[config.mk]
export PLATFORM = sky130hd
export DESIGN_NAME = regfile_port_master
export DESIGN_NICKNAME = d
export VERILOG_FILES = /design/src/rtl/regfile_port_master.sv
export SDC_FILE = /design/constraint.sdc
export NUM_CORES = 1
export LEC_CHECK = 0
export CORE_UTILIZATION = 35
export DETAILED_ROUTE_END_ITERATION = 6
export HOLD_SLACK_MARGIN = 0.15
export PLACE_DENSITY = 0.91
export SETUP_SLACK_MARGIN = 0.05
export SKIP_LAST_GASP = 1
export SLEW_MARGIN = 0
export SYNTH_ARGS = -nofsm -noshare
export SYNTH_HDL_FRONTEND = slang
export SYNTH_SLANG_ARGS = --single-unit
export TNS_END_PERCENT = 100
[constraint.sdc]
create_clock -name clk -period 2.4 [get_ports clk]
set_input_delay 0.24 -clock clk [delete_from_list [all_inputs] [get_ports clk]]
set_output_delay 0.24 -clock clk [all_outputs]
set_load 0.02 [all_outputs]
[src/rtl/regfile_port_master.sv]
// Initiator side of the register-file port: bulk-loads FIRST_REG..LAST_REG from a
// valid/ready stream and dumps the same range out. Optional readback check: REGFILE_LOAD_VERIFY_EN.
module regfile_port_master #(
    parameter int ADDR_W    = 5,
    parameter int DATA_W    = 32,
    parameter int FIRST_REG = 1,
    parameter int LAST_REG  = 31
) (
    input  logic              clk,
    input  logic              rst,
    input  logic              load_start,
    input  logic              dump_start,
    input  logic [DATA_W-1:0] s_data,
    input  logic              s_valid,
    output logic              s_ready,
    output logic [DATA_W-1:0] m_data,
    output logic [ADDR_W-1:0] m_addr,
    output logic              m_valid,
    input  logic              m_ready,
    output logic              busy,
    output logic              done,
    output logic              err,
    output logic [ADDR_W-1:0] rf_a1,
    input  logic [DATA_W-1:0] rf_rd1,
    output logic [ADDR_W-1:0] rf_a3,
    output logic [DATA_W-1:0] rf_wd3,
    output logic              rf_we3
);

    localparam logic [ADDR_W-1:0] FIRST_A = ADDR_W'(FIRST_REG);
    localparam logic [ADDR_W-1:0] LAST_A  = ADDR_W'(LAST_REG);
    localparam logic [ADDR_W-1:0] ONE_A   = ADDR_W'(1);

    typedef enum logic [2:0] {
        ST_IDLE   = 3'd0,
        ST_LOAD   = 3'd1,
        ST_DUMP   = 3'd2,
`ifdef REGFILE_LOAD_VERIFY_EN
        ST_VERIFY = 3'd3,
`endif
        ST_DONE   = 3'd4
    } state_t;

    state_t              state_r;
    state_t              state_s;
    logic [ADDR_W-1:0]   ptr_r;
    logic                issue_done_r;
    logic [DATA_W-1:0]   m_data_r;
    logic [ADDR_W-1:0]   m_addr_r;
    logic                m_valid_r;
    logic                last_ptr_s;
    logic                m_adv_s;

    assign last_ptr_s = (ptr_r == LAST_A);
    assign m_adv_s    = !m_valid_r || m_ready;

    assign m_data  = m_data_r;
    assign m_addr  = m_addr_r;
    assign m_valid = m_valid_r;
    assign busy    = (state_r != ST_IDLE);
    assign done    = (state_r == ST_DONE);

    // State register
    always_ff @(posedge clk or negedge rst) begin
        if (!rst) begin
            state_r <= ST_IDLE;
        end else begin
            state_r <= state_s;
        end
    end

    // Next-state and port decode; write strobe is decoded from state so reset kills it at once
    always_comb begin
        state_s = state_r;
        s_ready = 1'b0;
        rf_we3  = 1'b0;
        rf_a1   = '0;
        rf_a3   = ptr_r;
        rf_wd3  = s_data;
        case (state_r)
            ST_IDLE: begin
                if (load_start) begin
                    state_s = ST_LOAD;
                end else if (dump_start) begin
                    state_s = ST_DUMP;
                end else begin
                    state_s = ST_IDLE;
                end
            end
            ST_LOAD: begin
                s_ready = 1'b1;
                rf_we3  = s_valid;
                if (s_valid && last_ptr_s) begin
`ifdef REGFILE_LOAD_VERIFY_EN
                    state_s = ST_VERIFY;
`else
                    state_s = ST_DONE;
`endif
                end else begin
                    state_s = ST_LOAD;
                end
            end
            ST_DUMP: begin
                rf_a1 = ptr_r;
                if (m_valid_r && m_ready && issue_done_r) begin
                    state_s = ST_DONE;
                end else begin
                    state_s = ST_DUMP;
                end
            end
`ifdef REGFILE_LOAD_VERIFY_EN
            ST_VERIFY: begin
                rf_a1 = ptr_r;
                if (last_ptr_s) begin
                    state_s = ST_DONE;
                end else begin
                    state_s = ST_VERIFY;
                end
            end
`endif
            ST_DONE: begin
                state_s = ST_IDLE;
            end
            default: begin
                state_s = ST_IDLE;
            end
        endcase
    end

    // Pointer and dump output register; ptr rewinds after the last load word for the readback sweep
    always_ff @(posedge clk or negedge rst) begin
        if (!rst) begin
            ptr_r        <= FIRST_A;
            issue_done_r <= 1'b0;
            m_data_r     <= '0;
            m_addr_r     <= '0;
            m_valid_r    <= 1'b0;
        end else begin
            case (state_r)
                ST_IDLE: begin
                    ptr_r        <= FIRST_A;
                    issue_done_r <= 1'b0;
                end
                ST_LOAD: begin
                    if (s_valid) begin
                        ptr_r <= last_ptr_s ? FIRST_A : (ptr_r + ONE_A);
                    end
                end
                ST_DUMP: begin
                    if (m_adv_s) begin
                        if (!issue_done_r) begin
                            m_data_r  <= rf_rd1;
                            m_addr_r  <= ptr_r;
                            m_valid_r <= 1'b1;
                            if (last_ptr_s) begin
                                issue_done_r <= 1'b1;
                            end else begin
                                ptr_r <= ptr_r + ONE_A;
                            end
                        end else begin
                            m_valid_r <= 1'b0;
                        end
                    end
                end
`ifdef REGFILE_LOAD_VERIFY_EN
                ST_VERIFY: begin
                    ptr_r <= last_ptr_s ? FIRST_A : (ptr_r + ONE_A);
                end
`endif
                default: begin
                    ptr_r <= ptr_r;
                end
            endcase
        end
    end

`ifdef REGFILE_LOAD_VERIFY_EN
    logic [DATA_W-1:0] load_xor_r;
    logic [DATA_W-1:0] read_xor_r;
    logic              err_r;

    assign err = err_r;

    // Signature of accepted load words versus readback sweep; err sticks until the next load
    always_ff @(posedge clk or negedge rst) begin
        if (!rst) begin
            load_xor_r <= '0;
            read_xor_r <= '0;
            err_r      <= 1'b0;
        end else begin
            case (state_r)
                ST_IDLE: begin
                    if (load_start) begin
                        load_xor_r <= '0;
                        read_xor_r <= '0;
                        err_r      <= 1'b0;
                    end
                end
                ST_LOAD: begin
                    if (s_valid) begin
                        load_xor_r <= load_xor_r ^ s_data;
                    end
                end
                ST_VERIFY: begin
                    read_xor_r <= read_xor_r ^ rf_rd1;
                    if (last_ptr_s) begin
                        err_r <= (load_xor_r != (read_xor_r ^ rf_rd1));
                    end
                end
                default: begin
                    err_r <= err_r;
                end
            endcase
        end
    end
`else
    assign err = 1'b0;
`endif

endmodule

**Yosys cells after proc, flatten, opt, wreduce, memory -nomap -nowiden**

Index checks and enable logic that the tools add are counted.

- Add/sub/neg operators: 1
- Equal/unequal tests: 8
- Multiplexer cells: 19
- Bitwise operators: 1
- Reductions and logical operators: 13

Operators by type and width:

| cell | number |
|---|---|
| 5-bit two-way mux | 6 |
| 5-bit case mux with 3 select lines | 1 |
| 3-bit case mux with 3 select lines | 1 |
| 2-bit != test (second input constant) | 4 |
| 1-bit two-way mux | 6 |
| 3-bit two-way mux | 2 |
| 3-bit nonzero test | 2 |
| 5-bit by 1-bit adder with 5-bit output (second input constant) | 1 |
| 5-bit equality test (second input constant) | 1 |
| 5-bit AND reduction | 1 |
| 2-bit two-way mux | 2 |
| 2-bit AND reduction | 2 |
| 3-bit by 1-bit equality test with 1-bit output (second input constant) | 1 |
| 3-bit by 2-bit equality test with 1-bit output (second input constant) | 1 |
| 3-bit equality test (second input constant) | 1 |
| 1-bit logical AND | 3 |
| 3-bit logical NOT | 1 |
| 3-bit AND reduction | 1 |
| 1-bit case mux with 2 select lines | 1 |
| 2-bit nonzero test | 1 |
| 1-bit logical NOT | 1 |
| 1-bit logical OR | 1 |
| 1-bit inverter | 1 |

- Register bits: 47
- Output and inout bits: 85
- Logic and storage cells: 48

**Depth between registers and ports, before layout**

Gate-level depths: netlist of the first run.

- Depth in word-level cells: 5
- Depth in mapped cells: 6

**Least setup slack after synthesis of the first run**

OpenSTA, ideal clock, no wires.

- Kind: register to register
- Start: register state_r[2]
- End: register m_data_r[11] (netlist: m_data[11])
- Setup time: 0.125 ns
- Arrival time: 1.904 ns
- Slack: 0.371 ns
- Cell stages (with the launch flop): 7
- Buffers on the path: 3
- Clock period less this slack: 2.029 ns
- Cell sequence: dfrtp_1 > buf_6 > or3b_1 > buf_2 > nor3_4 > buf_6 > mux2_2

- Cells in the longest elaborated chain, start to end: 2

Ends and longest elaborated chain:

| item | line | source |
|---|---|---|
| from (decl) | 44 | `state_t state_r;` |
| from (signal assigned) | 68 | `state_r <= state_s;` |
| 3-bit by 2-bit equality test with 1-bit output | 139 | `case (state_r)` |
| 3-bit AND reduction (no source line) | -- |  |
| to (signal assigned) | 152 | `m_data_r <= rf_rd1;` |
| to (decl) | 48 | `logic [DATA_W-1:0] m_data_r;` |

Every way passes these cells.
A chain may end at the register's enable or synchronous reset.

**Final worst setup path of the first run**

- Start: register state_r[2]
- End: output port rf_a1[4]

- Cells in the longest elaborated chain, start to end: 2

Ends and longest elaborated chain:

| item | line | source |
|---|---|---|
| 3-bit by 2-bit equality test with 1-bit output | 80 | `case (state_r)` |
| 5-bit two-way mux | 80 |  |
| to (decl) | 23 | `output logic [ADDR_W-1:0] rf_a1,` |

Every way passes these cells.

==> out/qor.csv, run 1 <==
stage,metric,value,unit
run_status,status,finished clean,
route,WL/cell,14.82,um
final_layout,Area Growth Syn to Fin,38.96,%
place,I/O Buffers,89,
grt,Most Crowded Layer GR,met2,
route,first-iteration detailed-routing DRC count,40,
clock_tree,clock sinks,47,
hold_path,Tightest Hold Check Type,in2async,
worst_setup_path,CP Data Arrival Time,2.03,ns
logic_synthesis,Post-Syn Instances,181,
final_layout,"most common cell after layout, fill and taps aside",clkdlybuf4s50_1,
clock_tree,Worst-Skew Late Latency,0.30,ns
worst_setup_path,WS Path Type,reg2out,
route,drt first pass iters,2,
floorplanning,chip height,82.26,um
worst_setup_path,reg2reg end,rf_a3[0]$_DFFE_PN1P_,
worst_setup_path,critical path's slowest cell,clkdlybuf4s50_1,
sta,Slew @ Worst Pin,0.5533,ns
route,Final ANT Viol Nets,0,
clock_tree,CTS tree,built,
grt,Congestion Overflow GR,0,
sta,crit path time final,2.271,ns
logic_synthesis,#FFs+latches synth,47,
clock_tree,clk slew on worst S/H paths,0.10,ns
grt,GR Util met3,4.945,%
floorplanning,width of the chip,82.26,um
clock_tree,clk root buf,clkbuf_8,
floorplanning,Core Area,6061,sq um
worst_setup_path,R2R setup slack,0.40,ns
worst_setup_path,WP data required,2.16,ns
clock_tree,Post-CTS Setup Inserts,0,
grt,met1 usage,16.16,%
worst_setup_path,crit start category,flip-flop,
power_and_ir_drop,pwr dens,1291,nW/um^2
sta,Hold WS,0.2579,ns
grt,first-pass GRT wire length,7355,um
floorplanning,Starting Density,37.20,%
place,dpl hpwl,3546,um
worst_setup_path,crit-path cells,or3b_4 > nor2_1 > clkdlybuf4s50_1,
logic_synthesis,syn nets,254,
logic_synthesis,post-synthesis area per instance,12.46,sq um
final_layout,# nets final,319,
route,drt drc,0,
place,placer congestion estimate,0.7929,
sta,fmax,440.4,MHz
clock_tree,H-tree levels,2,
flow_run,Max-cap violations,0,
final_layout,fillers,533,
clock_tree,CTS Buffer Depth,2,
clock_tree,CTS buffer count,5,
power_and_ir_drop,Peak supply drop,744.8,uV
logic_synthesis,"Cell Area, Synth",2255,sq um
grt,antenna violations before repair,0,
sta,"Hold Violations, Final",0,
sta,max_slew headroom,63.11,%
worst_setup_path,CP peak stage delay,0.62,ns
worst_setup_path,Critical Path End Type,primary output,
logic_synthesis,"Seq/Total Area, Yosys",52.22,%
route,Via density,4.848,
worst_setup_path,Worst Path Max Fanout,10,
sta,Final Skew,0.01342,ns
power_and_ir_drop,Leak Pwr,1.316,nW
final_layout,n_diodes,0,
grt,pin count of the biggest net entering global routing,45,
sta,final setup TNS,0,ns
final_layout,"commonest non-fill, non-tap cells in the layout","clkdlybuf4s50_1 (87), dfrtp_1 (46), mux2_2 (37), inv_1 (8)",
floorplanning,full die area,6767,sq um
worst_setup_path,Critical R2R Launch,rf_a3[0]$_DFFE_PN1P_,
logic_synthesis,Syn. warnings,0,
floorplanning,Rows,28,
grt,grt met2 use,25.95,%
route,total wire length,4771,um
sta,fin crit share,94.61,%
floorplanning,boundary pin count,155,
sta,unrepaired setup endpoints after global routing,no,
route,via count,1561,
sta,Final setup viols,0,
sta,max-slew violation count,0,
grt,vias in the first global route,1557,
final_layout,share of post-route cells with drive strength above 1,22.27,%
logic_synthesis,Cell variety after synth,33,
worst_setup_path,depth of the most critical reg-to-reg path,6,
grt,Total GRT Usage,14.84,%
==> cell type report <==
class / count / area (sq um) / area share, %
multi-input cells: 88 / 752.0 / 24.00
clock buffers: 5 / 68.82 / 2.196
inverters: 8 / 30.03 / 0.9585
well taps: 75 / 93.84 / 2.995
flip-flops and latches: 47 / 1177 / 37.58
clock inverters: 3 / 67.56 / 2.157
repair buffers: 96 / 943.4 / 30.11
==> logic make-up after synthesis <==
group,count (synthesis),synth area share (%)
fa+ha+maj,3,1.665
flops,47,52.22
mux,38,18.98
compound gates,13,4.107
buf+inv,46,14.54
other cells,1,0.1663
simple gates,33,8.325
==> cells in the mapped netlist <==
library cell / count / area (sq um)
dfrtp_1: 46 / 1151
mux2_2: 37 / 416.7
buf_4: 33 / 247.7
inv_1: 8 / 30.03
nor2_1: 6 / 22.52
nand2_1: 5 / 18.77
buf_6: 4 / 45.04
nand2b_1: 4 / 25.02
nand3_1: 4 / 20.02
ha_1: 3 / 37.54
o21ai_0: 3 / 15.01
and2_1: 2 / 12.51
nor2b_1: 2 / 12.51
nor3_1: 2 / 10.01
nor3b_1: 2 / 15.01
o221ai_1: 2 / 17.52
o31ai_1: 2 / 15.01
a21oi_1: 1 / 5.000
a31oi_1: 1 / 6.260
a32o_1: 1 / 10.01
and3_1: 1 / 6.260
buf_2: 1 / 5.000
conb_1: 1 / 3.750
dfstp_2: 1 / 26.28
mux2_1: 1 / 11.26
nand3b_1: 1 / 7.510
nand4_1: 1 / 6.260
nor3_4: 1 / 16.27
o22ai_1: 1 / 6.260
o2bb2ai_1: 1 / 8.760
o32ai_1: 1 / 8.760
or3_1: 1 / 6.260
or3b_1: 1 / 8.760
==> repair_timing <==
item,CTS,global route
hold endpoints to repair,46,0
endpoints found under the setup margin,4,1
resized for setup,1,1
hold buffers,1,0
==> worst max path at each step <==
stage | start | end | slack (ns) | cells past startpoint
3_5_place_dp | state_r[2]$_DFF_PN0_ | m_data[7]$_DFFE_PN0P_ | 0.31 | 4
6_report | state_r[2]$_DFF_PN0_ | rf_a1[4] | 0.13 | 3
5_1_grt | state_r[2]$_DFF_PN0_ | rf_a1[1] | 0.06 | 3
4_1_cts | state_r[2]$_DFF_PN0_ | rf_a1[3] | 0.09 | 3
2_1_floorplan | state_r[2]$_DFF_PN0_ | m_data[11]$_DFFE_PN0P_ | 0.37 | 6
3_3_place_gp | state_r[2]$_DFF_PN0_ | m_data[6]$_DFFE_PN0P_ | 0.35 | 4
==> power by group <==
part	total, mW	leakage (nW)	internal, mW	switching (mW)
Sequential	1.38	0.565	1.16	0.225
Combinational	1.97	0.686	1.06	0.916
Clock	0.688	0.0644	0.415	0.273
Total	4.04	1.32	2.63	1.41
==> registers in the layout, indices dropped and copies added (netlist names) <==
register,count
rf_a3,5
state_r,3
m_data,32
m_valid,1
issue_done_r,1
m_addr,5
==> worst max-delay path, delay by kind of cell (launching register included) <==
family,cells,cell delay (ns)
buf+inv,1,0.62
flops,1,0.48
simple gates,2,0.61
==> layer usage <==
| layer | share of wire, % | vias up |
|---|---|---|
| met4 | 2.1 | 0 |
| met5 | 0 | - |
| met3 | 8.5 | 23 |
| li1 | - | 713 |
| met2 | 49 | 80 |
| met1 | 40 | 745 |
==> through the flow <==
step	setup WS, ns	power (mW)	instance area, sq um	util (%)	std cells
3_5_place_dp	0.3135	3.395	2982	49.19	313
2_1_floorplan	0.3713	2.474	2255	-	181
4_1_cts	0.09055	4.103	3131	51.65	322
5_1_grt	0.05658	4.307	3133	51.69	322
6_report	0.1293	4.043	3133	51.69	322
3_3_place_gp	0.3527	3.324	2982	49.19	313
Power figures use the tool's default switching activity.
==> inputs of run 2 (changes only) <==
RECOVER_POWER = 25   (was default)
==> run 2 against run 1 <==
Setup slack did not move. Highest routed layer unchanged. Power about the same. Sequential cell count did not move. Non-clock buffer count did not move. Final cell count unchanged. Maximum frequency stayed put. Largest cell class unchanged. First-iteration DRC count did not move. Largest power group unchanged. Cell area down 0.12%. Hold slack improved by 0.023 ns.
==> out/qor.csv, run 2 (synthesis gave the netlist of run 1 again) <==
stage,metric,value,unit,change
route,via count,1561,,unchanged
place,dpl hpwl,3546,um,unchanged
worst_setup_path,WP data required,2.16,ns,about the same
grt,GR Util met3,4.945,%,unchanged
final_layout,max reg flops,32,,unchanged
route,WL/cell,14.81,um,about the same
worst_setup_path,CP peak stage delay,0.62,ns,about the same
worst_setup_path,crit-path cells,or3b_4 > nor2_1 > clkdlybuf4s50_1,,
clock_tree,clk slew on worst S/H paths,0.10,ns,about the same
sta,fmax,440.4,MHz,unchanged
route,drt drc,0,,unchanged
floorplanning,boundary pin count,155,,unchanged
worst_setup_path,crit start category,flip-flop,,
power_and_ir_drop,Total Power,4.043,mW,about the same
worst_setup_path,Critical Path End Type,primary output,,
worst_setup_path,WS Path Type,reg2out,,
final_layout,# nets final,319,,unchanged
sta,max_slew headroom,27.46,%,-36 points
worst_setup_path,reg2reg end,rf_a3[0]$_DFFE_PN1P_,,
power_and_ir_drop,pwr dens,1292,nW/um^2,about the same
clock_tree,Worst-Skew Late Latency,0.30,ns,about the same
grt,Congestion Overflow GR,0,,unchanged
sta,Slew @ Worst Pin,1.088,ns,+0.5348 ns
hold_path,Tightest Hold Check Type,in2async,,
worst_setup_path,depth of the most critical reg-to-reg path,6,,unchanged
final_layout,post-layout util,51.63,%,-0.062 points
sta,crit path time final,2.271,ns,unchanged
sta,Final setup viols,0,,unchanged
route,total wire length,4769,um,about the same
sta,fin crit share,94.61,%,unchanged
grt,Total GRT Usage,14.84,%,unchanged
grt,pin count of the biggest net entering global routing,45,,unchanged
route,Via density,4.848,,unchanged
worst_setup_path,crit path to,rf_a1[4],,
final_layout,n_diodes,0,,unchanged
sta,final setup TNS,0,ns,unchanged
final_layout,Area Growth Syn to Fin,38.79,%,
clock_tree,CTS buffer count,5,,unchanged
sta,Final Skew,0.01342,ns,unchanged
worst_setup_path,critical path's slowest cell,clkdlybuf4s50_1,,
clock_tree,H-tree levels,2,,unchanged
sta,max-slew violation count,0,,unchanged
sta,"Hold Violations, Final",0,,unchanged
clock_tree,CTS Buffer Depth,2,,unchanged
clock_tree,Post-CTS Setup Inserts,0,,unchanged
place,I/O Buffers,89,,unchanged
run_status,status,finished clean,,
clock_tree,clock sinks,47,,unchanged
route,Final ANT Viol Nets,0,,unchanged
grt,met1 usage,16.16,%,unchanged
worst_setup_path,Worst Path Max Fanout,10,,unchanged
place,placer congestion estimate,0.7929,,unchanged
clock_tree,CTS tree,built,,
worst_setup_path,R2R setup slack,0.40,ns,about the same
worst_setup_path,crit path launch,state_r[2]$_DFF_PN0_,,
route,drt first pass iters,2,,unchanged
floorplanning,Rows,28,,unchanged
floorplanning,full die area,6767,sq um,unchanged
final_layout,"commonest non-fill, non-tap cells in the layout","clkdlybuf4s50_1 (87), dfrtp_1 (46), mux2_2 (37), inv_1 (8), nor2_1 (6)",,
grt,vias in the first global route,1557,,unchanged
worst_setup_path,crit path buf inv count,1,,unchanged
power_and_ir_drop,Peak supply drop,742.9,uV,-0.26%
clock_tree,clk root buf,clkbuf_8,,
sta,Hold WS,0.2807,ns,+0.02281 ns
grt,antenna violations before repair,0,,unchanged
floorplanning,width of the chip,82.26,um,unchanged
worst_setup_path,CP Data Arrival Time,2.03,ns,about the same
worst_setup_path,Levels on crit path,3,,unchanged
route,first-iteration detailed-routing DRC count,40,,unchanged
floorplanning,chip height,82.26,um,unchanged
final_layout,share of post-route cells with drive strength above 1,21.86,%,-0.40 points
floorplanning,Core Area,6061,sq um,unchanged
grt,first-pass GRT wire length,7355,um,unchanged
sta,unrepaired setup endpoints after global routing,no,,
grt,grt met2 use,25.95,%,unchanged
worst_setup_path,cell family with most CP delay,buffers and inverters,,
grt,Most Crowded Layer GR,met2,,
worst_setup_path,Critical R2R Launch,rf_a3[0]$_DFFE_PN1P_,,
final_layout,"most common cell after layout, fill and taps aside",clkdlybuf4s50_1,,
flow_run,Max-cap violations,0,,unchanged
power_and_ir_drop,Leak Pwr,1.312,nW,-0.26%
floorplanning,Starting Density,37.20,%,unchanged
[run 2: layout make-up]
cell class / instances / area [sq um]
clock buffer: 5 / 68.82
clock inverter: 3 / 67.56
fill: 535 / 2932
inverter: 8 / 30.03
multi-input combinational: 88 / 752.0
sequential: 47 / 1177
tap: 75 / 93.84
timing repair buffer: 96 / 939.7
[run 2: metrics by stage]
stage,std cells,instance area [sq um],worst slack [ns]
after floorplan,181,2255,0.3713
after global placement,313,2982,0.3527
after detailed placement,313,2982,0.3135
after CTS,322,3131,0.09055
after global routing,322,3129,0.05658
final,322,3129,0.1293
[run 2: worst min path at each step]
stage          start                  endpoint  slack, ns  cells past startpoint
6_report         rst    m_data[22]$_DFFE_PN0P_       0.28                      2
5_1_grt          rst    m_data[22]$_DFFE_PN0P_       0.29                      2
2_1_floorplan    rst  issue_done_r$_DFFE_PN0P_      -0.06                      0
3_5_place_dp     rst    m_data[22]$_DFFE_PN0P_       0.05                      1
4_1_cts          rst    m_data[22]$_DFFE_PN0P_       0.24                      2
3_3_place_gp     rst    m_data[10]$_DFFE_PN0P_       0.04                      1
[run 2: worst register-to-register path: stages, from the launching register on]
cell and delay, ns:
dfstp_2 0.42, ha_1 0.23, and3_1 0.21, ha_1 0.21, o31ai_1 0.36, nand3_1 0.20
mux2_2 0.30
[run 2: repair_timing]
item,CTS,global route
endpoints found under the setup margin,4,1
hold endpoints to repair,46,0
hold buffers,1,0
resized for setup,1,1
gates cloned,0,0
pin swaps,0,0
[run 2: report_power, final]
group | switching [mW] | total (mW) | internal (mW)
clock | 0.273 | 0.688 | 0.415
sequential | 0.225 | 1.38 | 1.16
combinational | 0.916 | 1.97 | 1.06
total | 1.41 | 4.04 | 2.63
[run 2: routing by layer]
metal / up-vias / wire (um) / part of all wire, %
li1: 713 / - / -
met1: 745 / 1928 / 40
met2: 80 / 2331 / 49
met3: 23 / 407 / 8.5
met4: 0 / 102 / 2.1
met5: - / 0 / 0
==> inputs of run 3 (changes only) <==
CTS_CLUSTER_DIAMETER = 200   (was default)
==> results of run 3 <==
Final layout, timing and power as in run 2 (identical DEF).
